--- config.mk ---
export PLATFORM = sky130hd
export DESIGN_NAME = cla_addsub_pipe_flat
export DESIGN_NICKNAME = d
export VERILOG_FILES = /design/src/rtl/cla_addsub_pipe_if.sv /design/src/rtl/cla_addsub_pipe.sv /design/src/flat_wrapper.sv
export SDC_FILE = /design/constraint.sdc
export NUM_CORES = 1
export LEC_CHECK = 0
export ABC_CLOCK_PERIOD_IN_PS = 3720
export BUFFER_PORTS_ARGS = -buffer_cell sky130_fd_sc_hd__buf_2
export CAP_MARGIN = 5
export CORE_UTILIZATION = 45
export DETAILED_ROUTE_END_ITERATION = 6
export MAX_ROUTING_LAYER = met4
export PLACE_DENSITY = 0.68
export SETUP_SLACK_MARGIN = 0.4
export SLEW_MARGIN = 10
export SYNTH_ARGS = -nofsm -noshare
export SYNTH_HDL_FRONTEND = slang
export SYNTH_SLANG_ARGS = --single-unit
--- constraint.sdc ---
create_clock -name clk -period 3.72 [get_ports clk]
set_input_delay 0.558 -clock clk [delete_from_list [all_inputs] [get_ports clk]]
set_output_delay 0.558 -clock clk [all_outputs]
set_load 0.005 [all_outputs]
--- src/rtl/cla_addsub_pipe_if.sv ---
// -----------------------------------------------------------------------------
// cla_addsub_pipe_if
//   Bundles the operand (input) and result (output) valid/ready channels of the
//   pipelined carry-lookahead adder/subtractor.
//
//   Operand channel : in_valid, in_ready, a, b, cin, op
//   Result channel  : out_valid, out_ready, sum, cout, overflow, zero, neg
//
//   master : the environment (drives operands, consumes results)
//   slave  : the adder/subtractor block
// -----------------------------------------------------------------------------
interface cla_addsub_pipe_if #(
  parameter int WIDTH = 16
);
  logic             in_valid;
  logic             in_ready;
  logic [WIDTH-1:0] a;
  logic [WIDTH-1:0] b;
  logic             cin;
  logic [1:0]       op;

  logic             out_valid;
  logic             out_ready;
  logic [WIDTH-1:0] sum;
  logic             cout;
  logic             overflow;
  logic             zero;
  logic             neg;

  modport master (
    output in_valid, a, b, cin, op, out_ready,
    input  in_ready, out_valid, sum, cout, overflow, zero, neg
  );

  modport slave (
    input  in_valid, a, b, cin, op, out_ready,
    output in_ready, out_valid, sum, cout, overflow, zero, neg
  );
endinterface

--- src/rtl/cla_addsub_pipe.sv ---
// -----------------------------------------------------------------------------
// cla_addsub_pipe
//   Two-stage pipelined adder/subtractor built from 4-bit carry-lookahead
//   groups. Stage 1 resolves the low half and the carry into the high half;
//   stage 2 resolves the high half and the result flags.
//
//   op: 00 a+b, 01 a+b+cin, 10 a-b, 11 a-b with borrow (cin = not-borrow)
//
//   Ports:
//     clk  : clock, rising edge
//     rst  : asynchronous active-low reset
//     bus  : cla_addsub_pipe_if.slave
//            operands  in_valid/in_ready, a, b, cin, op
//            results   out_valid/out_ready, sum, cout, overflow, zero, neg
//
//   WIDTH must be a multiple of 8 (each half is a whole number of 4-bit
//   lookahead groups). Latency is 2 cycles, throughput 1 beat per cycle,
//   capacity 2 beats. in_ready depends combinationally on out_ready.
// -----------------------------------------------------------------------------
module cla_addsub_pipe #(
  parameter int WIDTH = 16
) (
  input  logic             clk,
  input  logic             rst,
  cla_addsub_pipe_if.slave bus
);

  localparam int HALF = WIDTH / 2;

  // 4-bit carry-lookahead group: returns {carry_out, sum[3:0]}.
  // Propagate uses OR, which is valid for carry generation; sum bits use XOR.
  function automatic logic [4:0] cla4(input logic [3:0] x,
                                      input logic [3:0] y,
                                      input logic       ci);
    logic [3:0] g;
    logic [3:0] p;
    logic [4:0] c;
    g    = x & y;
    p    = x | y;
    c[0] = ci;
    c[1] = g[0] | (p[0] & ci);
    c[2] = g[1] | (p[1] & g[0]) | (p[1] & p[0] & ci);
    c[3] = g[2] | (p[2] & g[1]) | (p[2] & p[1] & g[0]) | (p[2] & p[1] & p[0] & ci);
    c[4] = g[3] | (p[3] & g[2]) | (p[3] & p[2] & g[1]) | (p[3] & p[2] & p[1] & g[0])
         | (p[3] & p[2] & p[1] & p[0] & ci);
    return {c[4], x ^ y ^ c[3:0]};
  endfunction

  // Half-width adder: lookahead groups with the group carry rippling
  // between them. Returns {carry_out, sum[HALF-1:0]}.
  function automatic logic [HALF:0] add_half(input logic [HALF-1:0] x,
                                             input logic [HALF-1:0] y,
                                             input logic            ci);
    logic [HALF-1:0] s;
    logic            c;
    logic [4:0]      grp;
    s = '0;
    c = ci;
    for (int gi = 0; gi < HALF / 4; gi++) begin
      grp           = cla4(x[gi*4 +: 4], y[gi*4 +: 4], c);
      s[gi*4 +: 4]  = grp[3:0];
      c             = grp[4];
    end
    return {c, s};
  endfunction

  // Carry into the MSB is recovered from the MSB operand bits and sum bit,
  // so signed overflow is that carry XOR the carry out.
  function automatic logic signed_ovf(input logic xm, input logic ym,
                                      input logic sm, input logic co);
    return (xm ^ ym ^ sm) ^ co;
  endfunction

  // Handshake control
  logic adv1, adv2, xfer_in;
  logic vld_p1, vld_p2;

  assign adv2         = !vld_p2 || bus.out_ready;
  assign adv1         = !vld_p1 || adv2;
  assign xfer_in      = bus.in_valid && adv1;
  assign bus.in_ready = adv1;

  // Operand conditioning and low-half add
  logic [WIDTH-1:0] b_eff;
  logic             c_eff;
  logic [HALF:0]    lo_res;

  always_comb begin
    b_eff  = bus.op[1] ? ~bus.b : bus.b;
    // op 00 -> 0, op 10 -> 1, op x1 -> cin
    c_eff  = bus.op[0] ? bus.cin : bus.op[1];
    lo_res = add_half(bus.a[HALF-1:0], b_eff[HALF-1:0], c_eff);
  end

  // ---- stage 1 boundary: low sum, mid carry, high operand halves ----
  logic [HALF-1:0] sum_lo_p1;
  logic            cmid_p1;
  logic [HALF-1:0] a_hi_p1;
  logic [HALF-1:0] b_hi_p1;

  always_ff @(posedge clk or negedge rst) begin
    if (!rst) begin
      vld_p1 <= 1'b0;
    end else if (adv1) begin
      vld_p1 <= xfer_in;
    end
  end

  always_ff @(posedge clk) begin
    if (xfer_in) begin
      sum_lo_p1 <= lo_res[HALF-1:0];
      cmid_p1   <= lo_res[HALF];
      a_hi_p1   <= bus.a[WIDTH-1:HALF];
      b_hi_p1   <= b_eff[WIDTH-1:HALF];
    end
  end

  // High-half add and flags
  logic [HALF:0]    hi_res;
  logic [WIDTH-1:0] sum_full;

  always_comb begin
    hi_res   = add_half(a_hi_p1, b_hi_p1, cmid_p1);
    sum_full = {hi_res[HALF-1:0], sum_lo_p1};
  end

  // ---- stage 2 boundary: registers drive the result channel directly ----
  logic [WIDTH-1:0] sum_p2;
  logic             cout_p2, ovf_p2, zero_p2, neg_p2;

  always_ff @(posedge clk or negedge rst) begin
    if (!rst) begin
      vld_p2  <= 1'b0;
      sum_p2  <= '0;
      cout_p2 <= 1'b0;
      ovf_p2  <= 1'b0;
      zero_p2 <= 1'b0;
      neg_p2  <= 1'b0;
    end else if (adv2) begin
      vld_p2 <= vld_p1;
      if (vld_p1) begin
        sum_p2  <= sum_full;
        cout_p2 <= hi_res[HALF];
        ovf_p2  <= signed_ovf(a_hi_p1[HALF-1], b_hi_p1[HALF-1],
                              sum_full[WIDTH-1], hi_res[HALF]);
        zero_p2 <= (sum_full == '0);
        neg_p2  <= sum_full[WIDTH-1];
      end
    end
  end

  assign bus.out_valid = vld_p2;
  assign bus.sum       = sum_p2;
  assign bus.cout      = cout_p2;
  assign bus.overflow  = ovf_p2;
  assign bus.zero      = zero_p2;
  assign bus.neg       = neg_p2;

endmodule

--- src/flat_wrapper.sv ---
// flat-port wrapper written by rule: the top's interface ports become plain ports
module cla_addsub_pipe_flat 
#(
  parameter int WIDTH = 16
)
  (clk, rst, bus_in_valid, bus_a, bus_b, bus_cin, bus_op, bus_out_ready, bus_in_ready, bus_out_valid, bus_sum, bus_cout, bus_overflow, bus_zero, bus_neg);
  cla_addsub_pipe_if #(.WIDTH(WIDTH)) bus_i ();
  input  logic clk;
  input  logic rst;
  input wire logic [$bits(bus_i.in_valid)-1:0] bus_in_valid;
  input wire logic [$bits(bus_i.a)-1:0] bus_a;
  input wire logic [$bits(bus_i.b)-1:0] bus_b;
  input wire logic [$bits(bus_i.cin)-1:0] bus_cin;
  input wire logic [$bits(bus_i.op)-1:0] bus_op;
  input wire logic [$bits(bus_i.out_ready)-1:0] bus_out_ready;
  output wire logic [$bits(bus_i.in_ready)-1:0] bus_in_ready;
  output wire logic [$bits(bus_i.out_valid)-1:0] bus_out_valid;
  output wire logic [$bits(bus_i.sum)-1:0] bus_sum;
  output wire logic [$bits(bus_i.cout)-1:0] bus_cout;
  output wire logic [$bits(bus_i.overflow)-1:0] bus_overflow;
  output wire logic [$bits(bus_i.zero)-1:0] bus_zero;
  output wire logic [$bits(bus_i.neg)-1:0] bus_neg;
  assign bus_i.in_valid = bus_in_valid;
  assign bus_i.a = bus_a;
  assign bus_i.b = bus_b;
  assign bus_i.cin = bus_cin;
  assign bus_i.op = bus_op;
  assign bus_i.out_ready = bus_out_ready;
  assign bus_in_ready = bus_i.in_ready;
  assign bus_out_valid = bus_i.out_valid;
  assign bus_sum = bus_i.sum;
  assign bus_cout = bus_i.cout;
  assign bus_overflow = bus_i.overflow;
  assign bus_zero = bus_i.zero;
  assign bus_neg = bus_i.neg;
  cla_addsub_pipe #(.WIDTH(WIDTH)) u_core (.clk(clk), .rst(rst), .bus(bus_i));
endmodule
# Word level (Yosys, flattened, before mapping)
# Cells that the tools add are included.
# totals
ff_bits	47
inputBits	39
output_inout_bits	22
word_cells	144
# classes
muxes	2
bitwise_logic	124
n_reduce_logical	7
# op_table
op	count
bitwise AND 1 bit	64
bitwise OR 1 bit	40
bitwise XOR 4 bit	8
bitwise AND 4 bit	4
logical NOT 16 bit	1
2-to-1 mux 16 bit	1
inverter 16 bit	1
bitwise OR 4 bit	4
bitwise XOR 1 bit	3
logical NOT 1 bit	2
logical OR 1 bit	2
AND reduction 2 bit	1
logical AND 1 bit	1
2-to-1 mux 1 bit	1

# Logic depth before layout (Yosys ltp)
# Gate-level depths: netlist of the first run.
# depth
word_depth	11
ltp_mapped	11
depth_no_buf	11

# Least setup slack after synthesis of the first run
# No wires, ideal clock.
# synth_timing
path_type	input to register
startpoint	input port bus_op[1]
endpoint	register u_core.sum_lo_p1[4], data pin
setup_time_ns	0.250
t_arrival_ns	2.574
required_ns	3.470
setup_slack_ns	0.896
path_stages	10
n_path_buf	2
cell_sequence	buf_4 > buf_2 > xor2_1 > inv_1 > ha_1 > o311a_4 > o31ai_4 > inv_1 > fa_1 > inv_1
# synth_via
elab_chain_cells	8
elab_cells_between_ends	17
classes_between	mux (2); bitwise (15)
# synth_rtl
item	line	rtl
start, declared	flat_wrapper.sv:14	input wire logic [$bits(bus_i.op)-1:0] bus_op;
2-to-1 mux 16 bit	cla_addsub_pipe.sv:89	b_eff = bus.op[1] ? ~bus.b : bus.b;
bitwise OR 4 bit / bitwise AND 4 bit (equally long branches)	cla_addsub_pipe.sv:39, cla_addsub_pipe.sv:38	
bitwise AND 1 bit (on tied branches)	cla_addsub_pipe.sv:44, cla_addsub_pipe.sv:45	
bitwise OR 1 bit (tied with other cells) (2 in a row)	cla_addsub_pipe.sv:44	c[4] = g[3] | (p[3] & g[2]) | (p[3] & p[2] & g[1]) | (p[3] & p[2] & p[1] & g[0])
bitwise OR 1 bit / bitwise AND 1 bit (equally long branches)	cla_addsub_pipe.sv:44, cla_addsub_pipe.sv:45	
bitwise OR 1 bit	cla_addsub_pipe.sv:45	| (p[3] & p[2] & p[1] & p[0] & ci);
bitwise XOR 4 bit *	cla_addsub_pipe.sv:46	return {c[4], x ^ y ^ c[3:0]};
net u_core.lo_res[4]	cla_addsub_pipe.sv:86	logic [HALF:0] lo_res;
end signal, assigned	cla_addsub_pipe.sv:111	sum_lo_p1 <= lo_res[HALF-1:0];
end, declared	cla_addsub_pipe.sv:96	logic [HALF-1:0] sum_lo_p1;
# The timed path passes the listed nets; every way through them passes the cells marked *.
# A chain may end at the register's enable or synchronous reset.

# Worst setup path in the final report of the first run
# layout_timing
startpoint	register u_core.b_hi_p1[1]
endpoint	register u_core.zero_p2 (netlist: u_core.bus.zero)
# layout_via
elab_cells_between_ends	33
classes_between	bitwise (32); reduce/logical (1)
# layout_lines
item	line	rtl
start, declared	cla_addsub_pipe.sv:99	logic [HALF-1:0] b_hi_p1;
start signal, assigned	cla_addsub_pipe.sv:114	b_hi_p1 <= b_eff[WIDTH-1:HALF];
bitwise AND 4 bit / bitwise OR 4 bit (equally long branches)	cla_addsub_pipe.sv:38, cla_addsub_pipe.sv:39	
bitwise AND 1 bit (on tied branches)	cla_addsub_pipe.sv:44, cla_addsub_pipe.sv:45	
bitwise OR 1 bit (tied with other cells)	cla_addsub_pipe.sv:44	
bitwise OR 1 bit / bitwise AND 1 bit (equally long branches)	cla_addsub_pipe.sv:44, cla_addsub_pipe.sv:45	
bitwise OR 1 bit *	cla_addsub_pipe.sv:45	
bitwise XOR 4 bit *	cla_addsub_pipe.sv:46	
net u_core.hi_res[4]	cla_addsub_pipe.sv:119	logic [HALF:0] hi_res;
logical NOT 16 bit *	cla_addsub_pipe.sv:146	zero_p2 <= (sum_full == '0);
end signal, assigned	cla_addsub_pipe.sv:146	
end, declared	cla_addsub_pipe.sv:129	logic cout_p2, ovf_p2, zero_p2, neg_p2;
# Marks and branches as above.

==> flow_summary.yaml, run 1 <==
status:
  outcome: "finished, final reports clean"
yosys:
  yosysTopAreaCellShare: 0.266
  synthCells: 244
  synth_common_cells: "43 x inv_1, 32 x ha_1, 25 x edfxtp_1"
  synth_edf_count: 25
  synth_top_cell_by_area: "edfxtp_1"
  yosys_warnings: 0
  yosys-top-cells-area: "edfxtp_1 27%, dfrtp_1 19%, ha_1 14%"
  yosys_register_bits: 46
  synth_nets: 319
  synth_most_common_cell: "inv_1"
  syn_area_per_cell_um2: 11.6
  ys_seq_area_frac: 0.452
  ys_types: 49
  synth_area_mm2: 0.00283
  synth-async-reset-ratio: 0.457
  synth_ff_type: "edfxtp_1"
global_route:
  track_usage: 0.160
  antenna_found_initial: 0
  grt_max_degree: 26
  gr-total-overflow: 0
  grt_pass1_wl_mm: 7.75
  first_global_vias: 1780
worst_hold_path:
  hold_path.class: "input pin to asynchronous set/reset pin"
clocking:
  clkLatencyLatePin_ps: 300
  path_clk_slew_ps: 90
  cts_setup_buffers: 0
  cts_num_sinks: 46
  post_cts_resized: 0
  cts-root-buf: "clkbuf_8"
  ctsHoldBuffers: 0
  clockBufferDepth: 2
  cts_buffers: 5
  cts_tree: "built"
  htree_levels: 2
routing:
  vias: 1849
  drtIter0Drc: 86
  wirelength_mm: 4.68
  maxUsedRoutingLayer: "met4"
  wl_met3_um: 168
  vias_per_cell: 4.83
  wl_per_cell_um: 12.2
  met1_length_mm: 2.26
  drc_errors: 0
  drtPass1Iterations: 6
  wl_met2_mm: 2.19
  drtAntennaViolNets: 0
worst_setup_path:
  worstSetupPathType: "flip-flop to flip-flop"
  worstPathRequired_ps: 3930
  r2r-start: "u_core.b_hi_p1[1]$_DFFE_PP_"
  worst_path_largest_cell_delay_ps: 500
  critPathCaptureType: "flip-flop"
  reg2reg_depth: 9
  critPathTopFamily: "simple AND/OR/NAND/NOR gates"
  path_buf_inv: 0
  r2r_setup_slack_ps: 930
  crit_chain: "ha_1, nor3b_2, nor3_2, nand2_1, fa_1, or4b_1, nor3_1, o221ai_1, o31ai_1"
  cp_max_fo: 5
  r2r_end: "u_core.bus.zero$_DFFE_PN0P_"
  crit_slowest_cell: "fa_1"
  critPathArrivalTime_ps: 3000
  cp-start-kind: "flip-flop"
sta:
  hold_viol: 0
  final-max-slew-violation-count: 0
  setup_tns_ps: 0
  final-setup-viol-count: 0
  finalCritPeriodShare: 0.750
  worst_slack_ps: 931
  fmax_mhz: 358
  min_period_ps: 2790
  tightest_slew_ps: 1150
  skew_ps: 11.6
  rsz0062_at_grt: "no"
  timing.slew.headroom: 0.232
floorplanning:
  die_area_mm2: 0.00660
  io_pins: 61
  initial_utilization: 0.472
  design.core.area_mm2: 0.00599
  num_rows: 28
  die_width_um: 81.3
  fp.dieH_um: 81.3
pwr:
  power_density_mw_per_mm2: 412
  p_leak_nw: 1.59
  vdd.ir_drop.worst_v: 0.000271
placement:
  dpl_worst_slack_ps: 919
  dp_hpwl_mm: 3.78
  port_buffers: 60
  gp_congestion: 0.774
layout:
  multi_input_area_mm2: 0.00136
  fin_nets: 382
  regArea_mm2: 0.00128
  antenna_cells: 0
  fillers: 535
  syn_to_final_growth_pct: 16.3
  drive_above_1_share: 0.299
flow_run:
  max-cap-violations: 0
[logic make-up after synthesis]
family | after synthesis | synth area share
AOI/OAI and AO/OA | 31 | 0.0912
and+or+nand+nor | 46 | 0.0943
buffers and inverters | 48 | 0.0673
DFF | 46 | 0.452
muxes | 13 | 0.0514
adders and majority gates | 36 | 0.170
xor gates and xnor gates | 24 | 0.0744
[state kept, by name (all words and copies together), names as in the netlist]
signal	flops
u_core.cmid_p1	1
u_core.bus.neg	1
u_core.bus.out_valid	1
u_core.bus.sum	15
u_core.vld_p1	1
u_core.sum_lo_p1	8
u_core.bus.zero	1
u_core.b_hi_p1	8
u_core.bus.cout	1
u_core.bus.overflow	1
u_core.a_hi_p1	8
[metal layers]
layer	GRT usage	up-vias
li1	-	941
met1	0.200	861
met2	0.261	42
met3	0.0348	5
met4	0.0464	0
met5	-	-
[worst max path at each step]
stage | startpoint | end | slack [ps] | cells past startpoint
2_1_floorplan | bus_op[1] | u_core.sum_lo_p1[4]$_DFFE_PP_ | 900 | 10
3_3_place_gp | u_core.b_hi_p1[1]$_DFFE_PP_ | u_core.bus.zero$_DFFE_PN0P_ | 1000 | 9
3_5_place_dp | u_core.b_hi_p1[1]$_DFFE_PP_ | u_core.bus.zero$_DFFE_PN0P_ | 920 | 9
4_1_cts | u_core.b_hi_p1[1]$_DFFE_PP_ | u_core.bus.zero$_DFFE_PN0P_ | 910 | 9
5_1_grt | u_core.a_hi_p1[1]$_DFFE_PP_ | u_core.bus.zero$_DFFE_PN0P_ | 740 | 9
6_report | u_core.b_hi_p1[1]$_DFFE_PP_ | u_core.bus.zero$_DFFE_PN0P_ | 930 | 9
[cell usage in the layout (no fill, tap or decap), drive strengths merged, types with 2 or more instances in the layout]
cell	Yosys	routed
nor2b	2	2
nand2b	5	5
xor2	17	17
and4	2	2
a211oi	2	2
clkbuf	1	5
inv	43	44
o21ba	2	2
clkinv	0	2
nor3b	2	2
ha	32	32
and2	2	2
dfrtp	21	21
a21oi	5	5
nor2	13	13
mux2	12	12
nor3	5	5
o31ai	4	4
nand2	8	8
or4b	2	2
xnor2	7	7
o21ai	5	5
edfxtp	25	25
fa	4	4
buf	4	61
a31oi	2	2
[layout make-up]
| cell class | count | share of cell area |
|---|---|---|
| flip-flops and latches | 46 | 0.388 |
| clock inverters | 3 | 0.00609 |
| inverters | 43 | 0.0491 |
| repair buffers | 61 | 0.0936 |
| well taps | 75 | 0.0285 |
| clock buffers | 5 | 0.0209 |
| multi-input cells | 150 | 0.414 |
[metrics by stage]
| step | power (W) | std cells | hold WS (ps) | area (um2) | utilization |
|---|---|---|---|---|---|
| 2_1_floorplan | 0.000930 | 244 | 262 | 2830 | - |
| 3_3_place_gp | 0.00106 | 375 | 472 | 3200 | 0.534 |
| 3_5_place_dp | 0.00107 | 375 | 477 | 3200 | 0.534 |
| 4_1_cts | 0.00137 | 383 | 206 | 3290 | 0.549 |
| 5_1_grt | 0.00145 | 383 | 209 | 3290 | 0.549 |
| 6_report | 0.00136 | 383 | 190 | 3290 | 0.549 |
[where the power goes]
part	switching, W	internal (W)	total [W]
clock	0.000169	0.000133	0.000301
sequential	0.0000488	0.000638	0.000687
combinational	0.000182	0.000186	0.000368
No activity file was read; power rests on OpenSTA's default activity.
==> inputs of run 2 (changes only) <==
--- a/config.mk
+++ b/config.mk
@@ -5,7 +5,7 @@
 export SDC_FILE = /design/constraint.sdc
 export NUM_CORES = 1
 export LEC_CHECK = 0
-export ABC_CLOCK_PERIOD_IN_PS = 3720
+export ABC_CLOCK_PERIOD_IN_PS = 2800
 export BUFFER_PORTS_ARGS = -buffer_cell sky130_fd_sc_hd__buf_2
 export CAP_MARGIN = 5
 export CORE_UTILIZATION = 45
==> constraint.sdc (replaced) <==
create_clock -name clk -period 2.8 [get_ports clk]
set_input_delay 0.42 -clock clk [delete_from_list [all_inputs] [get_ports clk]]
set_output_delay 0.42 -clock clk [all_outputs]
set_load 0.005 [all_outputs]
==> run 2 against run 1 <==
  * Design area up 4.6%
  * First-iteration DRC count down 21%
  * Cell count up 3.1%
  * Clock power up 60%
  * Critical endpoint unchanged
  * Largest power group unchanged
  * Highest routed layer unchanged
==> flow_summary.yaml, run 2 (synthesis gave the netlist of run 1 again) <==
pwr:
  swShare: 0.277
  vdd.ir_drop.worst_v: 0.000305
  p_clk_frac: 0.252
  p_leak_nw: 1.64
  power.switching_w: 0.000530
  power_density_mw_per_mm2: 556
  seqPwrFrac: 0.474
  p_comb_frac: 0.274
  intPower_w: 0.00138
worst_setup_path:
  critPathCaptureType: "flip-flop"
  path_buf_inv: 0
  worst_path_largest_cell_delay_ps: 490
  crit_chain: "ha_2, nor3b_2, nor3_2, nand2_2, fa_1, or4b_4, nor3_2, o221ai_1, o31ai_1"
  worstPathRequired_ps: 3010
  crit_slowest_cell: "or4b_4"
  cp_max_fo: 3
  critPathArrivalTime_ps: 2830
  cp-start-kind: "flip-flop"
  path_common_cell: "nor3_2"
  worstSetupPathType: "flip-flop to flip-flop"
  critPathTopFamily: "simple AND/OR/NAND/NOR gates"
sta:
  setup_tns_ps: 0
  final-max-slew-violation-count: 0
  tightest_slew_ps: 532
  fmax_mhz: 381
  final-setup-viol-count: 0
  hold_viol: 0
  rsz0062_at_grt: "yes"
  finalCritPeriodShare: 0.937
  timing.slew.headroom: 0.636
  holdWs_ps: 72.3
  skew_ps: 3.61
  worst_slack_ps: 175
  min_period_ps: 2620
layout:
  final_common_cell: "buf_2"
  utilization: 0.574
  syn_to_final_growth_pct: 21.6
  fin_area_mm2: 0.00344
  drive_above_1_share: 0.353
  antenna_cells: 0
  largest_register_ffs: 15
  fillers: 510
  fin_nets: 394
  final_cell_mix: "60 x buf_2, 41 x inv_1, 28 x ha_1, 25 x edfxtp_1, 21 x dfrtp_1"
clocking:
  clockBufferDepth: 2
  path_clk_slew_ps: 80
  cts_buffers: 5
  ctsHoldBuffers: 0
  cts_tree: "built"
  htree_levels: 2
  clkLatencyLatePin_ps: 300
  cts-root-buf: "clkbuf_8"
  cts_num_sinks: 46
global_route:
  grt_max_degree: 26
  first_global_vias: 1891
  antenna_found_initial: 0
  gr-total-overflow: 0
  grt_pass1_wl_mm: 8.09
  track_usage: 0.167
placement:
  dpl_worst_slack_ps: 41.4
  port_buffers: 60
  dp_hpwl_mm: 3.80
  dpl_cell_area_mm2: 0.00323
  gp_congestion: 0.756
floorplanning:
  die_width_um: 81.3
  design.core.area_mm2: 0.00599
  initial_utilization: 0.472
  io_pins: 61
  fp.dieH_um: 81.3
  num_rows: 28
  die_area_mm2: 0.00660
routing:
  wirelength_mm: 4.83
  wl_per_cell_um: 12.2
  drtAntennaViolNets: 0
  vias_per_cell: 4.81
  vias: 1901
  drtPass1Iterations: 4
  drtIter0Drc: 68
  drc_errors: 0
status:
  outcome: "finished, final reports clean"
worst_hold_path:
  hold_path.class: "input pin to asynchronous set/reset pin"
flow_run:
  max-cap-violations: 0
-- run 2: changes by cell type in the layout (fill, tap and decap cells not counted), sizes merged --
cell	change
clkinv	-2
buf	+12
bufinv	+1
clkbuf	+1
clkinvlp	+1
inv	-1
-- run 2: path summary, 6_finish.rpt --
check,to,start,depth (start not counted),slack [ps]
max reg2reg,u_core.bus.zero$_DFFE_PN0P_,u_core.b_hi_p1[1]$_DFFE_PP_,9,180
max in group asynchronous,u_core.bus.sum[6]$_DFFE_PN0P_,rst,1,2400
max,u_core.bus.zero$_DFFE_PN0P_,u_core.b_hi_p1[1]$_DFFE_PP_,9,180
min reg2reg,u_core.bus.sum[13]$_DFFE_PN0P_,u_core.bus.sum[13]$_DFFE_PN0P_,2,490
min,u_core.bus.neg$_DFFE_PN0P_,rst,1,70
min in group clk,u_core.a_hi_p1[6]$_DFFE_PP_,bus_a[14],1,300
-- run 2: stage by stage --
step | std cells | power, W
2_1_floorplan | 244 | 0.00124
3_3_place_gp | 378 | 0.00141
3_5_place_dp | 378 | 0.00143
4_1_cts | 392 | 0.00192
5_1_grt | 395 | 0.00204
6_report | 395 | 0.00191
-- run 2: repair_timing --
item	4_1_cts	5_1_grt
endpoints found under the setup margin	1	2
cloned	0	0
setup buffers	6	3
gates resized for setup	2	7
pin swaps	3	5
-- run 2: worst reg2reg max path: cells and delay by family, from the launching register on --
family	cells	cell delay [ps]
flip-flops	1	400
AO/OA/AOI/OAI	2	350
adder cells (fa/ha/maj)	2	670
AND/OR/NAND/NOR	5	1110
-- run 2: metal layers --
metal	GRT usage	vias to the layer above	part of all wire
li1	-	962	-
met1	0.187	883	0.44
met2	0.295	49	0.50
met3	0.0371	7	0.049
met4	0.0536	0	0.013
met5	-	-	0
-- run 2: power groups by stage --
stage	combinational (W)	sequential [W]	clock, W
2_1_floorplan	0.000320	0.000920	0
6_report	0.000523	0.000906	0.000483
3_5_place_dp	0.000504	0.000925	0
5_1_grt	0.000594	0.000924	0.000521
3_3_place_gp	0.000491	0.000921	0
4_1_cts	0.000520	0.000910	0.000493
-- run 2: area by class of cell --
type | instances | area [um2] | share of cell area
Tap cell | 75 | 93.8 | 0.0273
Clock buffer | 6 | 72.6 | 0.0211
Inverter | 43 | 161 | 0.0469
Clock inverter | 2 | 37.5 | 0.0109
Sequential cell | 46 | 1280 | 0.371
Timing Repair Buffer | 73 | 398 | 0.116
Multi-Input combinational cell | 150 | 1400 | 0.407
